<file path="src/rtl/attn_pkg.sv">
// Shared types and default widths for the attention-engine dot-product blocks.
package attn_pkg;

    localparam int DATA_WIDTH_DEF = 8;
    localparam int PROD_WIDTH_DEF = 16;
    localparam int ACC_WIDTH_DEF  = 32;

    typedef enum logic [1:0] {
        IDLE  = 2'd0,
        ISSUE = 2'd1,
        DRAIN = 2'd2,
        DONE  = 2'd3
    } dot_state_e;

endpackage

</file>
<file path="src/rtl/dot_slot_pipe.sv">
// Tag shift register tracking issued MAC slots; the output tap marks the cycle
// whose mac_sum belongs to a real slot. Latency DEPTH cycles, never stalls.
module dot_slot_pipe #(
    parameter int DEPTH = 2
) (
    input  logic clk,
    input  logic rst,
    input  logic i_tag,
    output logic o_tag
);

    logic [DEPTH-1:0] r_sr;

    always_ff @(posedge clk or posedge rst) begin
        if (rst) begin
            r_sr <= '0;
        end else begin
            r_sr[0] <= i_tag;
            for (int i = 1; i < DEPTH; i++) begin
                r_sr[i] <= r_sr[i-1];
            end
        end
    end

    assign o_tag = r_sr[DEPTH-1];

endmodule

</file>
<file path="src/rtl/dot_issue_ctrl.sv">
// Packs q/k element pairs into two-lane MAC slots and accumulates the returned sums.
// Result valid N+MAC_LAT+1 cycles after start with continuous input; s_ready drops once vec_len accepted.
// SATURATE_EN: accumulator clamps and r_sat flags it; otherwise the accumulator wraps.
module dot_issue_ctrl
    import attn_pkg::*;
#(
    parameter int DATA_WIDTH = DATA_WIDTH_DEF,
    parameter int PROD_WIDTH = PROD_WIDTH_DEF,
    parameter int ACC_WIDTH  = ACC_WIDTH_DEF,
    parameter int LEN_WIDTH  = 10,
    parameter int MAC_LAT    = 2
) (
    input  logic                  clk,
    input  logic                  rst,
    input  logic                  start,
    input  logic [LEN_WIDTH-1:0]  vec_len,
    input  logic                  s_valid,
    output logic                  s_ready,
    input  logic [DATA_WIDTH-1:0] s_q,
    input  logic [DATA_WIDTH-1:0] s_k,
    output logic                  mac_ebl,
    output logic [DATA_WIDTH-1:0] mac_a,
    output logic [DATA_WIDTH-1:0] mac_b,
    output logic [DATA_WIDTH-1:0] mac_c,
    output logic [DATA_WIDTH-1:0] mac_d,
    input  logic [PROD_WIDTH-1:0] mac_sum,
    output logic                  r_valid,
    input  logic                  r_ready,
    output logic [ACC_WIDTH-1:0]  r_data,
    output logic                  r_sat
);

    localparam int DCNT_W = $clog2(MAC_LAT + 1);

    dot_state_e            r_state, w_state_nxt;
    logic [LEN_WIDTH-1:0]  r_len, r_cnt;
    logic                  r_half;
    logic [DATA_WIDTH-1:0] r_lo_q, r_lo_k;
    logic [DATA_WIDTH-1:0] r_a, r_b, r_c, r_d;
    logic [DCNT_W-1:0]     r_dcnt;
    logic                  r_ebl;
    logic [ACC_WIDTH-1:0]  r_acc;
    logic                  w_accept, w_last, w_issue, w_tap, w_start;

    assign s_ready  = (r_state == ISSUE) && (r_cnt < r_len);
    assign w_accept = s_valid && s_ready;
    assign w_last   = (r_cnt == r_len - LEN_WIDTH'(1));
    // A pair completes on the second element; an odd final element goes out alone.
    assign w_issue  = w_accept && (r_half || w_last);
    assign w_start  = (r_state == IDLE) && start;

    always_ff @(posedge clk or posedge rst) begin
        if (rst) r_state <= IDLE;
        else     r_state <= w_state_nxt;
    end

    always_comb begin
        w_state_nxt = r_state;
        case (r_state)
            IDLE:  if (start) w_state_nxt = (vec_len == '0) ? DONE : ISSUE;
            ISSUE: if (w_issue && w_last) w_state_nxt = DRAIN;
            DRAIN: if (r_dcnt == DCNT_W'(MAC_LAT)) w_state_nxt = DONE;
            DONE:  if (r_ready) w_state_nxt = IDLE;
            default: w_state_nxt = IDLE;
        endcase
    end

    always_ff @(posedge clk or posedge rst) begin
        if (rst) begin
            r_len  <= '0;
            r_cnt  <= '0;
            r_half <= 1'b0;
            r_lo_q <= '0;
            r_lo_k <= '0;
            r_a    <= '0;
            r_b    <= '0;
            r_c    <= '0;
            r_d    <= '0;
            r_dcnt <= '0;
            r_ebl  <= 1'b0;
        end else begin
            r_ebl  <= (w_state_nxt == ISSUE) || (w_state_nxt == DRAIN);
            r_dcnt <= (r_state == DRAIN) ? r_dcnt + DCNT_W'(1) : '0;
            if (w_start) begin
                r_len  <= vec_len;
                r_cnt  <= '0;
                r_half <= 1'b0;
            end else if (w_accept) begin
                r_cnt  <= r_cnt + LEN_WIDTH'(1);
                r_half <= !w_issue;
                if (!w_issue) begin
                    r_lo_q <= s_q;
                    r_lo_k <= s_k;
                end
            end
            if (w_issue && r_half) begin
                r_a <= r_lo_q;
                r_b <= r_lo_k;
                r_c <= s_q;
                r_d <= s_k;
            end else if (w_issue) begin
                r_a <= s_q;
                r_b <= s_k;
                r_c <= '0;
                r_d <= '0;
            end else begin
                r_a <= '0;
                r_b <= '0;
                r_c <= '0;
                r_d <= '0;
            end
        end
    end

    dot_slot_pipe #(.DEPTH(MAC_LAT)) u_slot_pipe (
        .clk   (clk),
        .rst   (rst),
        .i_tag (w_issue),
        .o_tag (w_tap)
    );

`ifdef SATURATE_EN
    logic [ACC_WIDTH:0] w_sum;
    logic               r_sat_hold;

    assign w_sum = {1'b0, r_acc} + (ACC_WIDTH+1)'(mac_sum);

    always_ff @(posedge clk or posedge rst) begin
        if (rst) begin
            r_acc      <= '0;
            r_sat_hold <= 1'b0;
        end else if (w_start) begin
            r_acc      <= '0;
            r_sat_hold <= 1'b0;
        end else if (w_tap) begin
            if (w_sum[ACC_WIDTH]) begin
                r_acc      <= '1;
                r_sat_hold <= 1'b1;
            end else begin
                r_acc <= w_sum[ACC_WIDTH-1:0];
            end
        end
    end

    assign r_sat = r_sat_hold;
`else
    always_ff @(posedge clk or posedge rst) begin
        if (rst)        r_acc <= '0;
        else if (w_start) r_acc <= '0;
        else if (w_tap)   r_acc <= r_acc + ACC_WIDTH'(mac_sum);
    end

    assign r_sat = 1'b0;
`endif

    assign mac_ebl = r_ebl;
    assign mac_a   = r_a;
    assign mac_b   = r_b;
    assign mac_c   = r_c;
    assign mac_d   = r_d;
    assign r_valid = (r_state == DONE);
    assign r_data  = r_acc;

endmodule

</file>
<file path="config.mk">
export PLATFORM = sky130hd
export DESIGN_NAME = dot_issue_ctrl
export DESIGN_NICKNAME = d
export VERILOG_FILES = /design/src/rtl/attn_pkg.sv /design/src/rtl/dot_slot_pipe.sv /design/src/rtl/dot_issue_ctrl.sv
export SDC_FILE = /design/constraint.sdc
export NUM_CORES = 1
export LEC_CHECK = 0
export BUFFER_PORTS_ARGS = -buffer_cell sky130_fd_sc_hd__buf_2
export CORE_MARGIN = 2
export CORE_UTILIZATION = 60
export CTS_CLUSTER_DIAMETER = 100
export DETAILED_ROUTE_END_ITERATION = 10
export HOLD_SLACK_MARGIN = 0.08
export PLACE_DENSITY = 0.94
export SLEW_MARGIN = 20
export SYNTH_ARGS = -nofsm -noshare
export SYNTH_HDL_FRONTEND = slang
export SYNTH_HIERARCHICAL = 1
export SYNTH_SLANG_ARGS = --single-unit
</file>
<file path="constraint.sdc">
create_clock -name clk -period 10.5 [get_ports clk]
set_input_delay 2.1 -clock clk [delete_from_list [all_inputs] [get_ports clk]]
set_output_delay 2.1 -clock clk [all_outputs]
set_load 0.005 [all_outputs]
</file>
==> impl_metrics.ini, run 1 <==
[outcome]
outcome = completed

[synthesis]
synth-seq-cells = 108
syn_nets = 661
yosysUniqueCellTypes = 60
yosysWarnings = 6
synth_flop_cell = dfrtp_1
synthCells = 584
ys_async_sr_fraction_pct = 100
synth-edff-count = 0
synth.yosys.seq_area_share_pct = 46.5
synth.avg_cell_area_sq_um = 9.96
post_synth_instance_area_sq_um = 5820

[power]
power_mw = 1.68
p_leak_nw = 3.22
irDropWorstVdd_mv = 0.115
p_per_area_nw_per_um2 = 254

[global_route]
grt-ovfl-total = 0
grt_max_degree = 68
grt_pass1_vias = 4805
track_usage_pct = 27.0
grt_first_pass_wirelength_um = 22200
antenna_found_initial = 0

[die]
die_h_um = 102
ios = 115
coreArea_sq_um = 9330
die_width_um = 102
initial_core_util_pct = 62.4
die_area_sq_um = 10500
fp-row-count = 35

[timing]
finalSetupViolations = 0
tns_ns = 0
worst_pin_slew_ns = 1.04
finalHoldViolCount = 0
skew_ns = 0.0190
holdWs_ns = 0.375
relSlewSlack_pct = 30.5
rsz0062_at_grt = no
final_min_period_over_clock_period_pct = 44.6
finalMaxSlewViolations = 0
setup_slack_ns = 5.82
fmax_mhz = 214
period_minus_slack_ns = 4.68

[worst_setup_path]
required_ns = 8.40
cp.arrival_ns = 2.58
slowest_stage = a21oi_1
crit_path_end_kind = primary output
max_stage_delay_ns = 0.56
cp_max_fo = 9
crit_chain = inv_1 -> ha_1 -> nand3_1 -> or3_1 -> a21oi_1 -> nor4_1 -> buf_2
setup.worst_path.start_class = flop
critical_path_class = reg -> out

[cts]
hold_buffers = 0
cts.sinks = 108
cts_setup_buffers = 0
cts-root-buf = clkbuf_8
clockBufferDepth = 2
clock_latency_ns = 0.38
cts_buffers = 9
cts_tree = done
cts_resized = 0
htree_levels = 3
clkTransAtPathRegs_ns = 0.11

[finish]
post-route-util_pct = 71.1
n_antenna_cell = 0
nFillCells = 711
fin_nets = 758
multi_input_area_sq_um = 2890
layout-drive-gt1-share_pct = 23.0
areaGrowthSynthToFinish_pct = 13.9
seq_area_sq_um = 2700

[detailed_routing]
first_iter_violations = 217
routed_wl_um = 13500
route.detailed.drc = 0
num_vias = 4802
vias_per_cell = 5.89
drt_first_pass_iters = 5
wl_per_cell_um = 16.6
ant_nets = 0

[hold_path]
hold_class = reg -> reg

[job]
drv_cap = 0

[place]
place_ws_ns = 5.76
io_buffers = 113
dp_hpwl_um = 9790
place.gp.congestion = 0.870
[report_power, final]
group / total (mW) / internal (mW) / switching [mW]
clock network: 0.252 / 0.0946 / 0.158
registers: 0.679 / 0.550 / 0.129
logic: 0.753 / 0.361 / 0.392
total: 1.68 / 1.01 / 0.679
[critical path: cells and delay by family, from the launching register on]
kind            cells  cell delay [ns]
flops               1             0.44
simple gates        3             0.62
fa+ha+maj           1             0.31
buf+inv             2             0.27
compound gates      1             0.56
[stage by stage]
stage | cell area (sq um) | std cells
6_report | 6630 | 815
5_1_grt | 6630 | 815
4_1_cts | 6630 | 815
3_5_place_dp | 6430 | 799
3_3_place_gp | 6430 | 799
2_1_floorplan | 5820 | 584
[sequential cells by signal (all words and copies together) (netlist names)]
name	flops
r_cnt	10
r_lo_q	8
r_data	32
r_half	1
mac_d	8
r_lo_k	8
mac_ebl	1
r_dcnt	2
r_len	10
mac_b	8
mac_c	8
r_state	2
mac_a	8
u_slot_pipe/r_sr	2
[Yosys cell counts (9+ instances only)]
master / number / area [sq um]
nand3_1: 12 / 60.1
dfrtp_1: 108 / 2700
clkbuf_1: 21 / 78.8
nand3b_1: 17 / 128
nand2_1: 51 / 191
mux2i_1: 12 / 120
and3_1: 21 / 131
inv_1: 19 / 71.3
nor2_1: 44 / 165
xnor2_1: 29 / 254
ha_1: 29 / 363
a21o_1: 10 / 75.1
a21oi_1: 44 / 220
mux2_4: 9 / 135
or3_1: 14 / 87.6
o21ai_0: 35 / 175
[worst paths after layout]
path / start / end / slack, ns / cells after the start
hold reg to reg: u_slot_pipe/r_sr[0] / u_slot_pipe/r_sr[1] / 0.38 / 0
max in group asynchronous: rst / mac_a[5] / 7.52 / 3
min in group asynchronous: rst / u_slot_pipe/r_sr[0] / 1.60 / 2
hold / removal: u_slot_pipe/r_sr[0] / u_slot_pipe/r_sr[1] / 0.38 / 0
setup reg to reg: r_len[7] / r_lo_q[4] / 6.80 / 8
setup / recovery: r_len[7] / s_ready / 5.82 / 7
[routing by layer]
layer	track usage [%]	wire (um)
met3	5.06	615
met4	9.64	352
met1	33.2	5460
met5	0	0
met2	47.4	7080
[area by class of cell]
class | instances | share of cell area (%)
inverters | 20 | 1.17
well taps | 129 | 2.44
clock inverters | 7 | 1.13
multi-input cells | 425 | 43.6
repair buffers | 117 | 8.99
flip-flops and latches | 108 | 40.8
clock buffers | 9 | 1.87
[logic make-up (layout without fill, tap and decap cells)]
group | Yosys count | count (layout) | synth area share, %
DFF | 108 | 108 | 46.5
buffers and inverters | 51 | 153 | 3.96
other | 1 | 1 | 0.0645
and+or+nand+nor | 208 | 208 | 18.9
adders and majority gates | 30 | 30 | 6.58
muxes | 28 | 28 | 5.74
AOI/OAI and AO/OA | 126 | 126 | 13.5
xor gates and xnor gates | 32 | 32 | 4.82
[cells in the final DEF, fill, tap and decap left out, drive strengths merged, types with 6 or more instances in the layout]
| master | netlist | routed |
|---|---|---|
| nor2 | 44 | 44 |
| dfrtp | 108 | 108 |
| a211oi | 7 | 7 |
| a21o | 10 | 10 |
| and3 | 21 | 21 |
| nor3 | 8 | 8 |
| xnor2 | 29 | 29 |
| nor4 | 7 | 7 |
| nand3 | 12 | 12 |
| nand2 | 51 | 51 |
| ha | 29 | 29 |
| a21oi | 44 | 44 |
| clkbuf | 21 | 9 |
| inv | 20 | 24 |
| nand4 | 6 | 6 |
| nand2b | 7 | 7 |
| mux2 | 16 | 16 |
| mux2i | 12 | 12 |
| buf | 10 | 117 |
| nand3b | 17 | 17 |
| or3 | 14 | 14 |
| o21ai | 35 | 35 |
Power figures use the tool's default switching activity.
==> inputs of run 2 (changes only) <==
ABC_AREA = 1   (was not set)
CORE_UTILIZATION = 56   (was 60)
PLACE_DENSITY = 0.88   (was 0.94)
clock period = 4.4 ns   (was 10.5 ns; I/O delays follow)
==> impl_metrics.ini, run 2 <==
[power]
p_sw_mw = 2.02
p_per_area_nw_per_um2 = 614
irDropWorstVdd_mv = 0.385
p_leak_nw = 3.77
internal_power_mw = 2.28
power_frac_clock_pct = 14.9
p_sw_share_pct = 46.9
power_mw = 4.30
seqPwrFrac_pct = 36.9
p_comb_share_pct = 48.2

[detailed_routing]
ant_nets = 0
num_vias = 5464
route.detailed.drc = 0
top_layer = met4
met1_length_um = 6300
wl_per_cell_um = 14.1
vias_per_cell = 5.46
drt_first_pass_iters = 5
wl_met3_um = 950
first_iter_violations = 349
routed_wl_um = 14100
wl_met2_um = 6590

[finish]
nFillCells = 937
post-route-util_pct = 65.1
layout_commonest_cell = nand2_1
largest_reg_flops = 32
areaGrowthSynthToFinish_pct = 14.6
fin_nets = 933
final_cell_mix = 181 x nand2_1, 113 x buf_2, 108 x dfrtp_1
layout-drive-gt1-share_pct = 20.1
n_antenna_cell = 0
final_cells = 1001

[cts]
htree_levels = 3
cts_buffers = 9
cts.sinks = 108
cts_tree = done
cts_setup_buffers = 0
clock_latency_ns = 0.38
cts_resized = 0
clkTransAtPathRegs_ns = 0.12
hold_buffers = 0
cts-root-buf = clkbuf_8
clockBufferDepth = 2

[timing]
finalSetupViolations = 0
finalHoldViolCount = 0
rsz0062_at_grt = no
skew_ns = 0.00831
relSlewSlack_pct = 47.0
worst_pin_slew_ns = 0.794
finalMaxSlewViolations = 0
setup_slack_ns = 1.38
tns_ns = 0
fmax_mhz = 332
final_min_period_over_clock_period_pct = 68.6
period_minus_slack_ns = 3.02

[synthesis]
synthAdderAreaFrac_pct = 6.27
post_synth_instance_area_sq_um = 6110
synthCells = 747
synth_flop_cell = dfrtp_1
synthMuxAreaShare_pct = 0
netlist.area_leader.share_pct = 44.2
synth-edff-count = 0
synth.yosys.seq_area_share_pct = 44.2
yosysWarnings = 6
ys_top_cells_by_count = 181 x nand2_1, 108 x dfrtp_1, 100 x inv_1
ys_async_sr_fraction_pct = 100
synth-seq-cells = 108
synth_top_area_cell = dfrtp_1
synth_compound_area_share_pct = 14.6
yosysMostFrequentCell = nand2_1
synth.avg_cell_area_sq_um = 8.18
synth_top_family_by_area = simple AND/OR/NAND/NOR gates
synth_xor_xnor_area_share_pct = 1.80
synthTopCellsByArea = dfrtp_1 44%, nand2_1 11%, inv_1 6.1%
syn_nets = 824
yosys.area_share.simple_pct = 24.9
yosysUniqueCellTypes = 46

[outcome]
outcome = completed

[worst_setup_path]
critical_path_class = reg -> reg
crit_chain = inv_1 -> ha_1 -> nand2_1 -> inv_1 -> nand2_1 -> nand2_1 -> nand2_1 -> nand4_1 -> nor2_4 -> nand4_4 -> a21oi_1 -> nor2_1 -> nand2_1 -> nand2_1
cp_max_fo = 25
slowest_stage = nand4_4
critPathTopFamily = simple AND/OR/NAND/NOR gates
crit_top_cell = nand2_1
crit_path_end_kind = flop
required_ns = 4.68
cp.arrival_ns = 3.30
setup.worst_path.start_class = flop
worst-path-buf-inv = 2
max_stage_delay_ns = 0.57

[die]
initial_core_util_pct = 56.8
die_width_um = 108
fp-row-count = 38
die_area_sq_um = 11800
coreArea_sq_um = 10700
die_h_um = 108
ios = 115

[global_route]
grt_max_degree = 39
grt-ovfl-total = 0
grt_pass1_vias = 5231
antenna_found_initial = 0
grt_first_pass_wirelength_um = 23700
track_usage_pct = 25.4

[place]
dp_cells = 985
place_ws_ns = 1.39
place.gp.congestion = 0.993
dp_hpwl_um = 10400
io_buffers = 113

[hold_path]
hold_class = in -> async

[job]
drv_cap = 0
[run 2: cell count changes after synthesis, sizes merged, moves of 10 or more]
cell / delta
nand2: +135
xnor2: -28
inv: +84
mux2i: -12
or3: -14
o31ai: +20
nor2: +26
mux2: -16
nand3b: -17
clkbuf: -12
nand4: +10
and3: -20
o21ai: +28
nand3: +31
[run 2: stage by stage]
step | area [sq um] | hold slack, ns
3_5_place_dp | 6780 | 0.347
6_report | 7000 | 0.359
2_1_floorplan | 6110 | 0.331
3_3_place_gp | 6780 | 0.334
4_1_cts | 7000 | 0.347
5_1_grt | 7000 | 0.337
[run 2: logic make-up (layout without fill, tap and decap cells)]
| logic type | count (synthesis) | after routing |
|---|---|---|
| adder cells (fa/ha/maj) | 30 | 30 |
| AO/OA/AOI/OAI | 133 | 133 |
| AND/OR/NAND/NOR | 341 | 341 |
| flip-flops | 108 | 108 |
| XOR/XNOR | 11 | 11 |
| buffers and inverters | 123 | 237 |
| other | 1 | 1 |
[run 2: path summary, 6_finish.rpt]
path                       cells past startpoint                start  slack, ns                  end
max                                           14             r_len[5]       1.38              mac_ebl
min                                            2                  rst       0.36  u_slot_pipe/r_sr[0]
max reg2reg                                   14             r_len[5]       1.38              mac_ebl
min reg2reg                                    0  u_slot_pipe/r_sr[0]       0.37  u_slot_pipe/r_sr[1]
max in group asynchronous                      3                  rst       3.06             r_cnt[6]
min in group clk                               0  u_slot_pipe/r_sr[0]       0.37  u_slot_pipe/r_sr[1]
[run 2: layout make-up]
| type | instances | area [sq um] | share of cell area (%) |
|---|---|---|---|
| Clock buffer | 9 | 124 | 1.77 |
| Clock inverter | 7 | 96.3 | 1.38 |
| Inverter | 104 | 393 | 5.61 |
| Multi-Input combinational cell | 516 | 2910 | 41.6 |
| Sequential cell | 108 | 2700 | 38.6 |
| Tap cell | 140 | 175 | 2.50 |
| Timing Repair Buffer | 117 | 596 | 8.51 |
[run 2: power groups by stage]
| stage | Combinational, mW | Sequential [mW] | Clock [mW] |
|---|---|---|---|
| after floorplan | 1.54 | 1.55 | 0 |
| after global placement | 1.99 | 1.59 | 0 |
| after detailed placement | 2.05 | 1.60 | 0 |
| after CTS | 2.06 | 1.58 | 0.646 |
| after global routing | 2.36 | 1.63 | 0.700 |
| final | 2.07 | 1.59 | 0.638 |
[run 2: layer usage]
metal,vias up,global-route usage (%)
met5,-,0
met1,2554,34.1
li1,2672,-
met4,0,8.70
met2,204,40.1
met3,34,6.57
